--- config.mk ---
export PLATFORM = sky130hd
export DESIGN_NAME = pipeline_hazard_ctrl_flat
export DESIGN_NICKNAME = d
export VERILOG_FILES = /design/src/rtl/pipeline_hazard_ctrl_if.sv /design/src/rtl/pipeline_hazard_ctrl.sv /design/src/flat_wrapper.sv
export SDC_FILE = /design/constraint.sdc
export NUM_CORES = 1
export LEC_CHECK = 0
export ABC_AREA = 0
export CORE_AREA = 2 2 39 41
export CTS_CLUSTER_DIAMETER = 100
export DETAILED_ROUTE_END_ITERATION = 7
export DIE_AREA = 0 0 41 43
export PLACE_DENSITY = 0.78
export RECOVER_POWER = 100
export SLEW_MARGIN = 20
export SYNTH_ARGS = -nofsm -noshare
export SYNTH_HDL_FRONTEND = slang
export SYNTH_SLANG_ARGS = --single-unit
--- constraint.sdc ---
create_clock -name clock -period 3.3 [get_ports clock]
set_input_delay 0.495 -clock clock [delete_from_list [all_inputs] [get_ports clock]]
set_output_delay 0.495 -clock clock [all_outputs]
set_load 0.05 [all_outputs]
--- src/rtl/pipeline_hazard_ctrl_if.sv ---
// Hazard-control bundle between the pipeline datapath and pipeline_hazard_ctrl.
// The master modport is the controller. It reads hazard information from the
// ID/EX/MEM stages and drives the stage enables, hold, bubble and flush strobes.
// The slave modport is the datapath side.
// There is no valid/ready handshake on this bundle. Every signal is a level that
// is sampled on each rising clock edge. The controller outputs depend only on the
// current inputs and the registered state, and they are valid in the same cycle.
interface pipeline_hazard_ctrl_if #(
    parameter int REG_ADDR_W = 5
);
    // hazard information from the datapath
    logic [REG_ADDR_W-1:0] id_rs1;
    logic [REG_ADDR_W-1:0] id_rs2;
    logic                  id_uses_rs1;
    logic                  id_uses_rs2;
    logic [REG_ADDR_W-1:0] ex_rd;
    logic                  ex_mem_re;
    logic                  mem_access;
    logic                  dmem_ready;
    logic                  branch_taken;

    // strobes back to the datapath
    logic                  pc_load;
    logic                  if_id_load;
    logic                  pipe_hold;
    logic                  id_ex_bubble;
    logic                  if_id_flush;
    logic                  id_ex_flush;
    logic                  ex_mem_flush;
    logic [1:0]            ctrl_state;

    modport master (
        input  id_rs1, id_rs2, id_uses_rs1, id_uses_rs2, ex_rd, ex_mem_re,
               mem_access, dmem_ready, branch_taken,
        output pc_load, if_id_load, pipe_hold, id_ex_bubble,
               if_id_flush, id_ex_flush, ex_mem_flush, ctrl_state
    );

    modport slave (
        output id_rs1, id_rs2, id_uses_rs1, id_uses_rs2, ex_rd, ex_mem_re,
               mem_access, dmem_ready, branch_taken,
        input  pc_load, if_id_load, pipe_hold, id_ex_bubble,
               if_id_flush, id_ex_flush, ex_mem_flush, ctrl_state
    );
endinterface

--- src/rtl/pipeline_hazard_ctrl.sv ---
// Stall/flush sequencer for the 5-stage IF/ID/EX/MEM/WB pipeline.
// Per-cycle priority is: data-memory wait, then taken branch, then load-use, then normal flow.
// The strobes are combinational from state and inputs. The state and the flush counter
// are registered.
// Optional feature macro: HAZARD_PERF_CNT_EN adds the saturating stall_cnt/flush_cnt outputs.
module pipeline_hazard_ctrl #(
    parameter int REG_ADDR_W   = 5,
    parameter int FLUSH_CYCLES = 1,
    parameter int PERF_CNT_W   = 16
) (
    input  logic                  clock,
    input  logic                  reset,
    pipeline_hazard_ctrl_if.master hz
`ifdef HAZARD_PERF_CNT_EN
    ,
    output logic [PERF_CNT_W-1:0] stall_cnt,
    output logic [PERF_CNT_W-1:0] flush_cnt
`endif
);

    typedef enum logic [1:0] {
        RUN      = 2'd0,
        MEM_WAIT = 2'd1,
        REDIRECT = 2'd2
    } state_t;

    localparam logic [2:0] FLUSH_INIT = 3'(FLUSH_CYCLES);

    state_t          state, next_state;
    logic [2:0]      cnt, next_cnt;

    logic [REG_ADDR_W-1:0] rs1, rs2, rd;
    logic            load_use;
    logic            mem_stall;

    logic            pc_load_c, if_id_load_c, pipe_hold_c, bubble_c;
    logic            if_id_flush_c, id_ex_flush_c, ex_mem_flush_c;

    assign rs1 = hz.id_rs1;
    assign rs2 = hz.id_rs2;
    assign rd  = hz.ex_rd;

    // A load in EX whose destination is read by the instruction in ID; x0 never hazards
    assign load_use = hz.ex_mem_re && (rd != '0) &&
                      ((hz.id_uses_rs1 && (rs1 == rd)) ||
                       (hz.id_uses_rs2 && (rs2 == rd)));

    assign mem_stall = hz.mem_access && !hz.dmem_ready;

    // State and flush-counter register; reset drops any pending wait or redirect
    always_ff @(posedge clock or posedge reset) begin
        if (reset) begin
            state <= RUN;
            cnt   <= '0;
        end else begin
            state <= next_state;
            cnt   <= next_cnt;
        end
    end

    // Next-state and strobe decode; MEM_WAIT decodes exactly like RUN, because a
    // release cycle is a normal RUN cycle with the memory condition gone
    always_comb begin
        pc_load_c      = 1'b0;
        if_id_load_c   = 1'b0;
        pipe_hold_c    = 1'b0;
        bubble_c       = 1'b0;
        if_id_flush_c  = 1'b0;
        id_ex_flush_c  = 1'b0;
        ex_mem_flush_c = 1'b0;
        next_state     = state;
        next_cnt       = cnt;

        case (state)
            REDIRECT: begin
                if (mem_stall) begin
                    pipe_hold_c = 1'b1;
                    next_state  = MEM_WAIT;
                    next_cnt    = '0;
                end else if (hz.branch_taken) begin
                    // cannot normally happen since EX/MEM was flushed; restart the redirect
                    pc_load_c      = 1'b1;
                    if_id_flush_c  = 1'b1;
                    id_ex_flush_c  = 1'b1;
                    ex_mem_flush_c = 1'b1;
                    next_state     = REDIRECT;
                    next_cnt       = FLUSH_INIT;
                end else begin
                    // ID still holds a squashed NOP, so a load-use match here is ignored
                    pc_load_c     = 1'b1;
                    if_id_load_c  = 1'b1;
                    if_id_flush_c = 1'b1;
                    next_cnt      = cnt - 3'd1;
                    if (cnt <= 3'd1) begin
                        next_state = RUN;
                        next_cnt   = '0;
                    end
                end
            end
            default: begin
                if (mem_stall) begin
                    pipe_hold_c = 1'b1;
                    next_state  = MEM_WAIT;
                end else if (hz.branch_taken) begin
                    // a coincident load-use belongs to a wrong-path instruction and is dropped
                    pc_load_c      = 1'b1;
                    if_id_flush_c  = 1'b1;
                    id_ex_flush_c  = 1'b1;
                    ex_mem_flush_c = 1'b1;
                    next_state     = REDIRECT;
                    next_cnt       = FLUSH_INIT;
                end else if (load_use) begin
                    // one bubble is enough: next cycle the load is in MEM and ex_mem_re drops
                    bubble_c   = 1'b1;
                    next_state = RUN;
                end else begin
                    pc_load_c    = 1'b1;
                    if_id_load_c = 1'b1;
                    next_state   = RUN;
                end
            end
        endcase
    end

    // Output drive; while reset is high the whole pipe is frozen and cleared
    always_comb begin
        hz.pc_load      = reset ? 1'b0 : pc_load_c;
        hz.if_id_load   = reset ? 1'b0 : if_id_load_c;
        hz.pipe_hold    = reset ? 1'b1 : pipe_hold_c;
        hz.id_ex_bubble = reset ? 1'b0 : bubble_c;
        hz.if_id_flush  = reset ? 1'b1 : if_id_flush_c;
        hz.id_ex_flush  = reset ? 1'b1 : id_ex_flush_c;
        hz.ex_mem_flush = reset ? 1'b1 : ex_mem_flush_c;
        hz.ctrl_state   = reset ? 2'd0 : state;
    end

`ifdef HAZARD_PERF_CNT_EN
    // Saturating counters: cycles without a PC advance, and redirect entries
    // (ex_mem_flush outside reset is raised only by an accepted branch)
    always_ff @(posedge clock or posedge reset) begin
        if (reset) begin
            stall_cnt <= '0;
            flush_cnt <= '0;
        end else begin
            if (!pc_load_c && (stall_cnt != '1))
                stall_cnt <= stall_cnt + 1'b1;
            if (ex_mem_flush_c && (flush_cnt != '1))
                flush_cnt <= flush_cnt + 1'b1;
        end
    end
`endif

endmodule
--- src/flat_wrapper.sv ---
// flat-port wrapper written by rule: the top's interface ports become plain ports
module pipeline_hazard_ctrl_flat 
#(
    parameter int REG_ADDR_W   = 5,
    parameter int FLUSH_CYCLES = 1,
    parameter int PERF_CNT_W   = 16
)
  (clock, reset, hz_id_rs1, hz_id_rs2, hz_id_uses_rs1, hz_id_uses_rs2, hz_ex_rd, hz_ex_mem_re, hz_mem_access, hz_dmem_ready, hz_branch_taken, hz_pc_load, hz_if_id_load, hz_pipe_hold, hz_id_ex_bubble, hz_if_id_flush, hz_id_ex_flush, hz_ex_mem_flush, hz_ctrl_state);
  pipeline_hazard_ctrl_if #(.REG_ADDR_W(REG_ADDR_W)) hz_i ();
  input  logic clock;
  input  logic reset;
  input wire logic [$bits(hz_i.id_rs1)-1:0] hz_id_rs1;
  input wire logic [$bits(hz_i.id_rs2)-1:0] hz_id_rs2;
  input wire logic [$bits(hz_i.id_uses_rs1)-1:0] hz_id_uses_rs1;
  input wire logic [$bits(hz_i.id_uses_rs2)-1:0] hz_id_uses_rs2;
  input wire logic [$bits(hz_i.ex_rd)-1:0] hz_ex_rd;
  input wire logic [$bits(hz_i.ex_mem_re)-1:0] hz_ex_mem_re;
  input wire logic [$bits(hz_i.mem_access)-1:0] hz_mem_access;
  input wire logic [$bits(hz_i.dmem_ready)-1:0] hz_dmem_ready;
  input wire logic [$bits(hz_i.branch_taken)-1:0] hz_branch_taken;
  output wire logic [$bits(hz_i.pc_load)-1:0] hz_pc_load;
  output wire logic [$bits(hz_i.if_id_load)-1:0] hz_if_id_load;
  output wire logic [$bits(hz_i.pipe_hold)-1:0] hz_pipe_hold;
  output wire logic [$bits(hz_i.id_ex_bubble)-1:0] hz_id_ex_bubble;
  output wire logic [$bits(hz_i.if_id_flush)-1:0] hz_if_id_flush;
  output wire logic [$bits(hz_i.id_ex_flush)-1:0] hz_id_ex_flush;
  output wire logic [$bits(hz_i.ex_mem_flush)-1:0] hz_ex_mem_flush;
  output wire logic [$bits(hz_i.ctrl_state)-1:0] hz_ctrl_state;
  assign hz_i.id_rs1 = hz_id_rs1;
  assign hz_i.id_rs2 = hz_id_rs2;
  assign hz_i.id_uses_rs1 = hz_id_uses_rs1;
  assign hz_i.id_uses_rs2 = hz_id_uses_rs2;
  assign hz_i.ex_rd = hz_ex_rd;
  assign hz_i.ex_mem_re = hz_ex_mem_re;
  assign hz_i.mem_access = hz_mem_access;
  assign hz_i.dmem_ready = hz_dmem_ready;
  assign hz_i.branch_taken = hz_branch_taken;
  assign hz_pc_load = hz_i.pc_load;
  assign hz_if_id_load = hz_i.if_id_load;
  assign hz_pipe_hold = hz_i.pipe_hold;
  assign hz_id_ex_bubble = hz_i.id_ex_bubble;
  assign hz_if_id_flush = hz_i.if_id_flush;
  assign hz_id_ex_flush = hz_i.id_ex_flush;
  assign hz_ex_mem_flush = hz_i.ex_mem_flush;
  assign hz_ctrl_state = hz_i.ctrl_state;
  pipeline_hazard_ctrl #(.REG_ADDR_W(REG_ADDR_W), .FLUSH_CYCLES(FLUSH_CYCLES), .PERF_CNT_W(PERF_CNT_W)) u_core (.clock(clock), .reset(reset), .hz(hz_i));
endmodule
==> results of run 1 <==
cells by family (layout without fill, tap and decap cells):
kind of cell / after synthesis / count (layout) / synth area share [%]
AOI/OAI and AO/OA: 11 / 11 / 18.4
xor gates and xnor gates: 10 / 10 / 19.0
adders and majority gates: 2 / 2 / 5.42
buffers and inverters: 6 / 40 / 5.69
DFF: 5 / 5 / 27.1
and+or+nand+nor: 20 / 20 / 24.4
area by class of cell:
class | count | area share [%]
Clock buffer | 3 | 2.80
Multi-Input combinational cell | 43 | 37.9
Tap cell | 16 | 2.49
Sequential cell | 5 | 15.6
Timing Repair Buffer | 31 | 38.3
Clock inverter | 1 | 0.622
Inverter | 5 | 2.33
per-stage QoR:
step / total power (uW) / instances / hold slack, ns / utilization, % / instance area, um^2
after floorplan: 128 / 54 / 0.296 / - / 462
after detailed placement: 181 / 100 / 0.496 / 58.0 / 802
after global placement: 180 / 100 / 0.471 / 58.0 / 802
after global routing: 264 / 104 / 0.521 / 58.1 / 805
after CTS: 257 / 104 / 0.503 / 59.9 / 830
final: 246 / 104 / 0.507 / 58.1 / 805
worst min path at each step:
stage / startpoint / endpoint / slack (ns) / depth (start not counted)
floorplan: reset / u_core.cnt[0] / 0.30 / 1
global placement: u_core.cnt[2] / u_core.cnt[2] / 0.47 / 1
detailed placement: u_core.cnt[2] / u_core.cnt[2] / 0.50 / 1
CTS: u_core.cnt[2] / u_core.cnt[2] / 0.50 / 1
global route: u_core.cnt[2] / u_core.cnt[2] / 0.52 / 1
finish: u_core.cnt[2] / u_core.cnt[2] / 0.51 / 1
metal layers:
metal	routed length (um)	track usage, %	vias up
met4	0	6.00	0
met5	0	0	-
met2	602	28.4	31
li1	-	-	255
met3	132	5.76	0
met1	391	16.0	222
sequential cells by signal (all words and copies together), names as in the netlist:
register,flops
u_core.cnt,3
u_core.state,2
power by group:
group          switching, uW  internal (uW)  total [uW]
registers               2.52           65.7        68.2
clock network           28.9           44.1        73.0
logic                   53.5           51.4         105
worst max-delay path: cells and delay by family:
kind,cells,cell delay [ns]
AO/OA/AOI/OAI,2,0.30
AND/OR/NAND/NOR,2,0.62
buffers and inverters,2,0.95
layout by cell type (no fill, tap or decap), types with 2 or more instances in the layout:
master,count
o21ai_0,2
o211ai_1,2
xnor2_1,10
inv_1,5
nand2_1,6
clkdlybuf4s50_1,20
nand2b_1,2
clkbuf_1,2
nor2b_1,2
dfrtp_1,5
clkbuf_4,3
nor2_1,2
dlygate4sd3_1,8
ha_1,2
nand4_1,2
==> metrics.txt, run 1 <==
status complete, no violations; Worst EP required 2.80 ns; Pre-antenna DRT Iters 3; Mapped Area 462 um^2; CTS Buf Count 3; clk buf depth 2; die area 1760 um^2; DRC violations left 0; clock latency on the worst-skew pair 0.25 ns; Hold Fails Final Rpt 0; Crit Path Max Fanout 3; Startpoint Class input pin; WP data arrival 2.36 ns; GP Congestion 0.691; CTS Sinks 5; Post-synth top cells 10 x xnor2_1, 6 x nand2_1, 5 x dfrtp_1, 5 x inv_1; Worst-Margin Slew 0.607 ns; Die Y 43 um; Root Driver clkbuf_4; Sequential Area 125 um^2; vias in the first global route 578; Reg2Reg Capture Point u_core.cnt[1]; Slew Limit Fails 0; leak pwr 0.000324 uW; Fmax 351 MHz; grt ovf 0; Worst slew margin 59.7%; CTS hold repair buffers 0; Detail Route Antenna Nets 0; Routed WL 1.13 mm; crit-path cells clkdlybuf4s50_1, or4_1, o21ai_2, nor3_1, a21oi_1, clkbuf_1; Worst Setup Path Type input pin to output pin; Clock Pin Slew Worst Setup and Hold Paths 0.05 ns; post-cts sizing count 0; Clock Skew 0.00489 ns; CP endpoint hz_pc_load; Tcrit/Tclk final 86.4%; number of port buffers 31; R2R cell count 6; initial antenna violation count 0; final setup vio count 0; synth top area cells dfrtp_1 27%, xnor2_1 19%, ha_1 5.4%; Total Nets Final 114; fraction of layout cells with a size suffix above 1 9.09%; Max Cap Viol 0; core region area 1380 um^2; Syn Area/Cell 8.55 um^2; GRT Resource Usage Total 16.1%; yosys warns 0; total inserted antenna cells 0; Power Density 306 nW/um^2; Post-synth EDFFs 0; Synth cell types 25; top cell type by total area after synthesis dfrtp_1; WL/cell 10.8 um; drt first-iter violations 5; footprint of the multi-input gates 305 um^2; Vias/cell 4.88; Period minus WS final 2.85 ns; ys flop type dfrtp_1; Worst path max stage delay 0.56 ns; HP Class flip-flop to flip-flop; placement row count 14; dpl ws 0.590 ns; Critical Path End Type output pin; largest net degree at the start of global routing 9; most common cell in the synthesized netlist xnor2_1; ys async rst share 100%; CTS HTree Levels 1; Yosys top cell area share 27.1%; dpl hpwl 1.02 mm; # Post-CTS Setup Buffers 0; part of the Yosys area used for sequential elements 27.1%; fillers 136; final setup margin 0.448 ns; Synth Net Count 79; Synth Instances 54; Worst VDD drop 0.149 mV; first-pass GRT wire length 1.95 mm; RSZ-0062 raised after global routing no; CTS tree yes; Worst setup startpoint hz_ex_rd[1]; Starting Density 33.4%; slowest library cell on the worst path or4_1; Setup TNS 0 ns; reg2reg start u_core.cnt[1]; Die X-Extent 41 um; via count 508; Layout Area Growth over Synthesis 74.3%; flop2flop setup slack 1.87 ns; top-level port count 32; Yosys reg bits 5
Power figures use the tool's default switching activity.
==> run 2: changes to the inputs <==
DONT_BUFFER_PORTS = 1   (was default)
PLACE_DENSITY = 0.48   (was 0.78)
==> run 2 against run 1 <==
Compared with the run above: critical path depth shrank 1; via count decreased by 18%; die area did not move; non-clock buffer count decreased by 28; sequential power up 0.6%; first-iteration DRC count down 60%; combinational power shrank 37%; sequential share of layout area is 8.9 points higher.
==> metrics.txt, run 2 (synthesis results as in run 1) <==
DRC violations left 0 (unchanged); top-level port count 32 (unchanged); Startpoint Class input pin; initial antenna violation count 0 (unchanged); most frequent cells in the layout 10 x xnor2_1, 6 x nand2_1, 5 x inv_1, 5 x dfrtp_1, 4 x clkbuf_1; CTS Buf Count 3 (unchanged); first-pass GRT wire length 1.63 mm (-16%); # Post-CTS Setup Buffers 0 (unchanged); RSZ-0062 raised after global routing no; grt ovf 0 (unchanged); Die Y 43 um (unchanged); placed cells 72 (-28%); Clock Pin Slew Worst Setup and Hold Paths 0.04 ns (about the same); core region area 1380 um^2 (unchanged); Finished Layout Cells 76 (-27%); total inserted antenna cells 0 (unchanged); CTS HTree Levels 1 (unchanged); GP Congestion 0.707 (+2.3%); Routed WL 937 um (-17%); biggest regs u_core.cnt: 3 flops, u_core.state: 2 flops; Largest Register u_core.cnt; Tcrit/Tclk final 74.5% (-12 points); Slew Limit Fails 0 (unchanged); status complete, no violations; Starting Density 33.4% (unchanged); CTS Sinks 5 (unchanged); vias in the first global route 390 (-33%); die area 1760 um^2 (unchanged); fraction of layout cells with a size suffix above 1 11.7% (+2.6 points); clock latency on the worst-skew pair 0.24 ns (about the same); Clock Skew 0.00244 ns (-0.00245 ns); Fmax 407 MHz (+16%); GRT Resource Usage Total 13.5% (-2.7 points); number of port buffers 0 (-100%); Total Nets Final 86 (-25%); via count 418 (-18%); dpl hpwl 793 um (-23%); fillers 156 (+15%); Power Density 400 nW/um^2 (+31%); fin util 37.0% (-21 points); Root Driver clkbuf_4; Die X-Extent 41 um (unchanged); WP data arrival 1.96 ns (-0.40 ns); Period minus WS final 2.46 ns (-0.392 ns); max reg flops 3 (unchanged); Max Cap Viol 0 (unchanged); Finished Cell Area 512 um^2 (-36%); Vias/cell 5.50 (+13%); clk buf depth 2 (unchanged); Worst-Margin Slew 0.932 ns (+0.325 ns); Worst VDD drop 0.116 mV (-22%); Cell Area, Placed 497 um^2 (-38%); post-cts sizing count 0 (unchanged); Detail Route Antenna Nets 0 (unchanged); Pre-antenna DRT Iters 4 (+1); largest net degree at the start of global routing 9 (unchanged); post-layout power 205 uW (-17%); final setup vio count 0 (unchanged); Crit Path Max Fanout 3 (unchanged); most common cell after layout, fill and taps aside xnor2_1; Layout Area Growth over Synthesis 10.8%; drt first-iter violations 2 (-3); CTS tree yes; Worst EP required 2.80 ns (about the same); WL/cell 12.3 um (+14%); Setup TNS 0 ns (unchanged); Worst slew margin 37.7% (-22 points); CTS hold repair buffers 0 (unchanged); placement row count 14 (unchanged); Hold Fails Final Rpt 0 (unchanged); HP Class input pin to asynchronous set/reset pin; leak pwr 0.000203 uW (-37%); Critical Path End Type output pin; Worst Setup Path Type input pin to output pin
[run 2: report_power, final]
group / internal [uW] / leakage [uW] / switching (uW)
registers: 65.8 / 0.0000635 / 2.75
clock network: 45.7 / 0.0000150 / 24.5
logic: 22.3 / 0.000125 / 43.7
total: 134 / 0.000203 / 71.0
[run 2: final timing paths]
path | depth (start not counted) | slack [ns] | start | end
min in group clock | 1 | 0.36 | hz_branch_taken | u_core.cnt[2]
max in group asynchronous | 1 | 3.01 | reset | u_core.cnt[2]
min reg2reg | 1 | 0.51 | u_core.cnt[2] | u_core.cnt[2]
max reg2reg | 6 | 1.86 | u_core.cnt[1] | u_core.cnt[1]
max | 5 | 0.84 | hz_ex_rd[1] | hz_if_id_load
min | 1 | 0.07 | reset | u_core.state[1]
[run 2: layout make-up]
cell class	instances	area, um^2	area share [%]
multi-input cells	43	310	60.6
flip-flops and latches	5	125	24.4
clock buffers	4	26.3	5.13
well taps	16	20.0	3.91
inverters	5	18.8	3.67
repair buffers	3	11.3	2.20
[run 2: through the flow]
step | setup slack, ns | hold WS [ns]
after global routing | 0.777 | 0.0897
after detailed placement | 0.952 | 0.333
final | 0.840 | 0.0744
after global placement | 0.958 | 0.330
after floorplan | 0.791 | 0.296
after CTS | 0.931 | 0.0765
[run 2: critical path: stages]
cell,delay [ns]
or4_1,0.54
o21ai_2,0.17
nor2_1,0.07
a211oi_2,0.20
clkbuf_1,0.49
[run 2: per-layer routing]
metal  vias to the layer above  GRT usage [%]  wire [um]  share of wire, %
met1                       183           18.0        393                42
met4                         0           8.00         17               1.8
li1                        202              -          -                 -
met3                         4           4.19        105                11
met5                         -              0          0                 0
met2                        29           18.1        421                45
==> run 3: changes to the inputs <==
PLACE_DENSITY = 0.49   (was 0.48)
clock period = 2.2 ns   (was 3.3 ns; I/O delays follow)
==> run 3 against run 2 <==
Compared with the run above: final area increased by 9.5%; first-iteration DRC count unchanged; worst setup slack got worse by 0.68 ns; routed wire length increased by 0.43%; hold slack improved by 0.11 ns; sequential power increased by 49%; flip-flop and latch count unchanged; via count increased by 4.3%.
==> metrics.txt, run 3 (synthesis results as in run 1) <==
Starting Density 33.4% (unchanged); Clock Skew 0.00550 ns (+0.00306 ns); Die X-Extent 41 um (unchanged); fin util 40.5% (+3.5 points); biggest regs u_core.cnt: 3 flops, u_core.state: 2 flops; placement row count 14 (unchanged); post-cts sizing count 0 (unchanged); GRT Resource Usage Total 12.3% (-1.1 points); Die Y 43 um (unchanged); Tcrit/Tclk final 92.8%; initial antenna violation count 0 (unchanged); R2R cell count 6 (unchanged); Period minus WS final 2.04 ns; clock latency on the worst-skew pair 0.25 ns (about the same); HP Class input pin to flip-flop; GP Congestion 0.721 (+2.0%); Layout Area Growth over Synthesis 21.4%; Power Density 571 nW/um^2 (+43%); first-pass GRT wire length 1.48 mm (-8.9%); Cell Area, Placed 542 um^2 (+9.1%); fraction of layout cells with a size suffix above 1 20.9% (+9.2 points); most common cell after layout, fill and taps aside xnor2_1; Finished Layout Cells 83 (+9.2%); Worst setup startpoint reset; core region area 1380 um^2 (unchanged); CTS hold repair buffers 1 (+1); Largest Register u_core.cnt; Worst EP required 1.87 ns (-0.93 ns); WL/cell 11.3 um (-8.0%); CTS HTree Levels 1 (unchanged); status complete, no violations; top-level port count 32 (unchanged); clk buf depth 2 (unchanged); CTS Buf Count 3 (unchanged); Vias/cell 5.25 (-4.5%); Startpoint Class input pin; number of port buffers 0 (unchanged); largest net degree at the start of global routing 8 (-1); Pre-antenna DRT Iters 3 (-1); Routed WL 941 um (+0.43%); Worst VDD drop 0.226 mV (+94%); Detail Route Antenna Nets 0 (unchanged); total inserted antenna cells 0 (unchanged); DRC violations left 0 (unchanged); CTS tree yes; # Post-CTS Setup Buffers 0 (unchanged); CP endpoint hz_id_ex_bubble; flop2flop setup slack 0.79 ns (-1.07 ns); leak pwr 0.000237 uW (+17%); Root Driver clkbuf_4; Crit Path Max Fanout 4 (+1); Reg2Reg Capture Point u_core.cnt[1]; WP data arrival 1.71 ns (-0.25 ns); Worst Setup Path Type input pin to output pin; dpl hpwl 796 um (+0.40%); Clock Pin Slew Worst Setup and Hold Paths 0.05 ns (about the same); Worst-Margin Slew 0.594 ns (-0.338 ns); max reg flops 3 (unchanged); die area 1760 um^2 (unchanged); Hold Fails Final Rpt 0 (unchanged); grt ovf 0 (unchanged); Total Nets Final 93 (+8.1%); via count 436 (+4.3%); final setup vio count 0 (unchanged); Slew Limit Fails 0 (unchanged); reg2reg start u_core.cnt[1]; vias in the first global route 376 (-3.6%); RSZ-0062 raised after global routing no; Worst slew margin 60.5% (+23 points); Finished Cell Area 561 um^2 (+9.5%); Max Cap Viol 0 (unchanged); CTS Sinks 5 (unchanged); most frequent cells in the layout 10 x xnor2_1, 6 x nand2_1, 5 x inv_1, 5 x dfrtp_1, 4 x clkbuf_4; placed cells 78 (+8.3%); drt first-iter violations 2 (unchanged); Setup TNS 0 ns (unchanged); Fmax 490 MHz; Critical Path End Type output pin
-- run 3: worst min path at each step --
| stage | start | end | cells after the start |
|---|---|---|---|
| after detailed placement | reset | u_core.state[0] | 2 |
| after CTS | hz_branch_taken | u_core.cnt[2] | 1 |
| after global routing | hz_branch_taken | u_core.cnt[2] | 1 |
| after floorplan | reset | u_core.cnt[0] | 1 |
| after global placement | reset | u_core.state[0] | 2 |
| final | hz_branch_taken | u_core.cnt[2] | 1 |
-- run 3: worst max-delay path, stage by stage --
cell           delay [ns]
dlygate4sd3_1        0.54
inv_1                0.07
nand2_1              0.05
buf_4                0.19
and4bb_1             0.26
clkbuf_2             0.27
-- run 3: final cells by class --
type	instances	area (um^2)
fillers	155	823
multi-input cells	43	310
flip-flops and latches	5	125
repair buffers	10	58.8
clock buffers	3	22.5
well taps	16	20.0
inverters	5	18.8
clock inverters	1	5.00
-- run 3: per-stage QoR --
stage / power (uW) / worst slack (ns) / hold slack (ns)
after CTS: 327 / 0.220 / 0.183
after floorplan: 193 / 0.0212 / 0.131
final: 320 / 0.159 / 0.184
after global placement: 214 / 0.360 / 0.213
after global routing: 346 / 0.125 / 0.162
after detailed placement: 214 / 0.336 / 0.208
-- run 3: per-layer routing --
metal  global-route usage (%)  vias up  part of all wire, %
li1                         -      214                    -
met1                     16.3      199                   41
met2                     16.9       21                   48
met3                     4.71        2                   10
met4                     6.00        0                 0.85
met5                        0        -                    0
-- run 3: power breakdown --
group / leakage [uW] / internal [uW] / switching (uW) / total, uW
Combinational: 0.000156 / 40.3 / 66.4 / 107
Sequential: 0.0000635 / 98.5 / 3.91 / 102
Clock: 0.0000177 / 66.2 / 44.7 / 111
Total: 0.000237 / 205 / 115 / 320
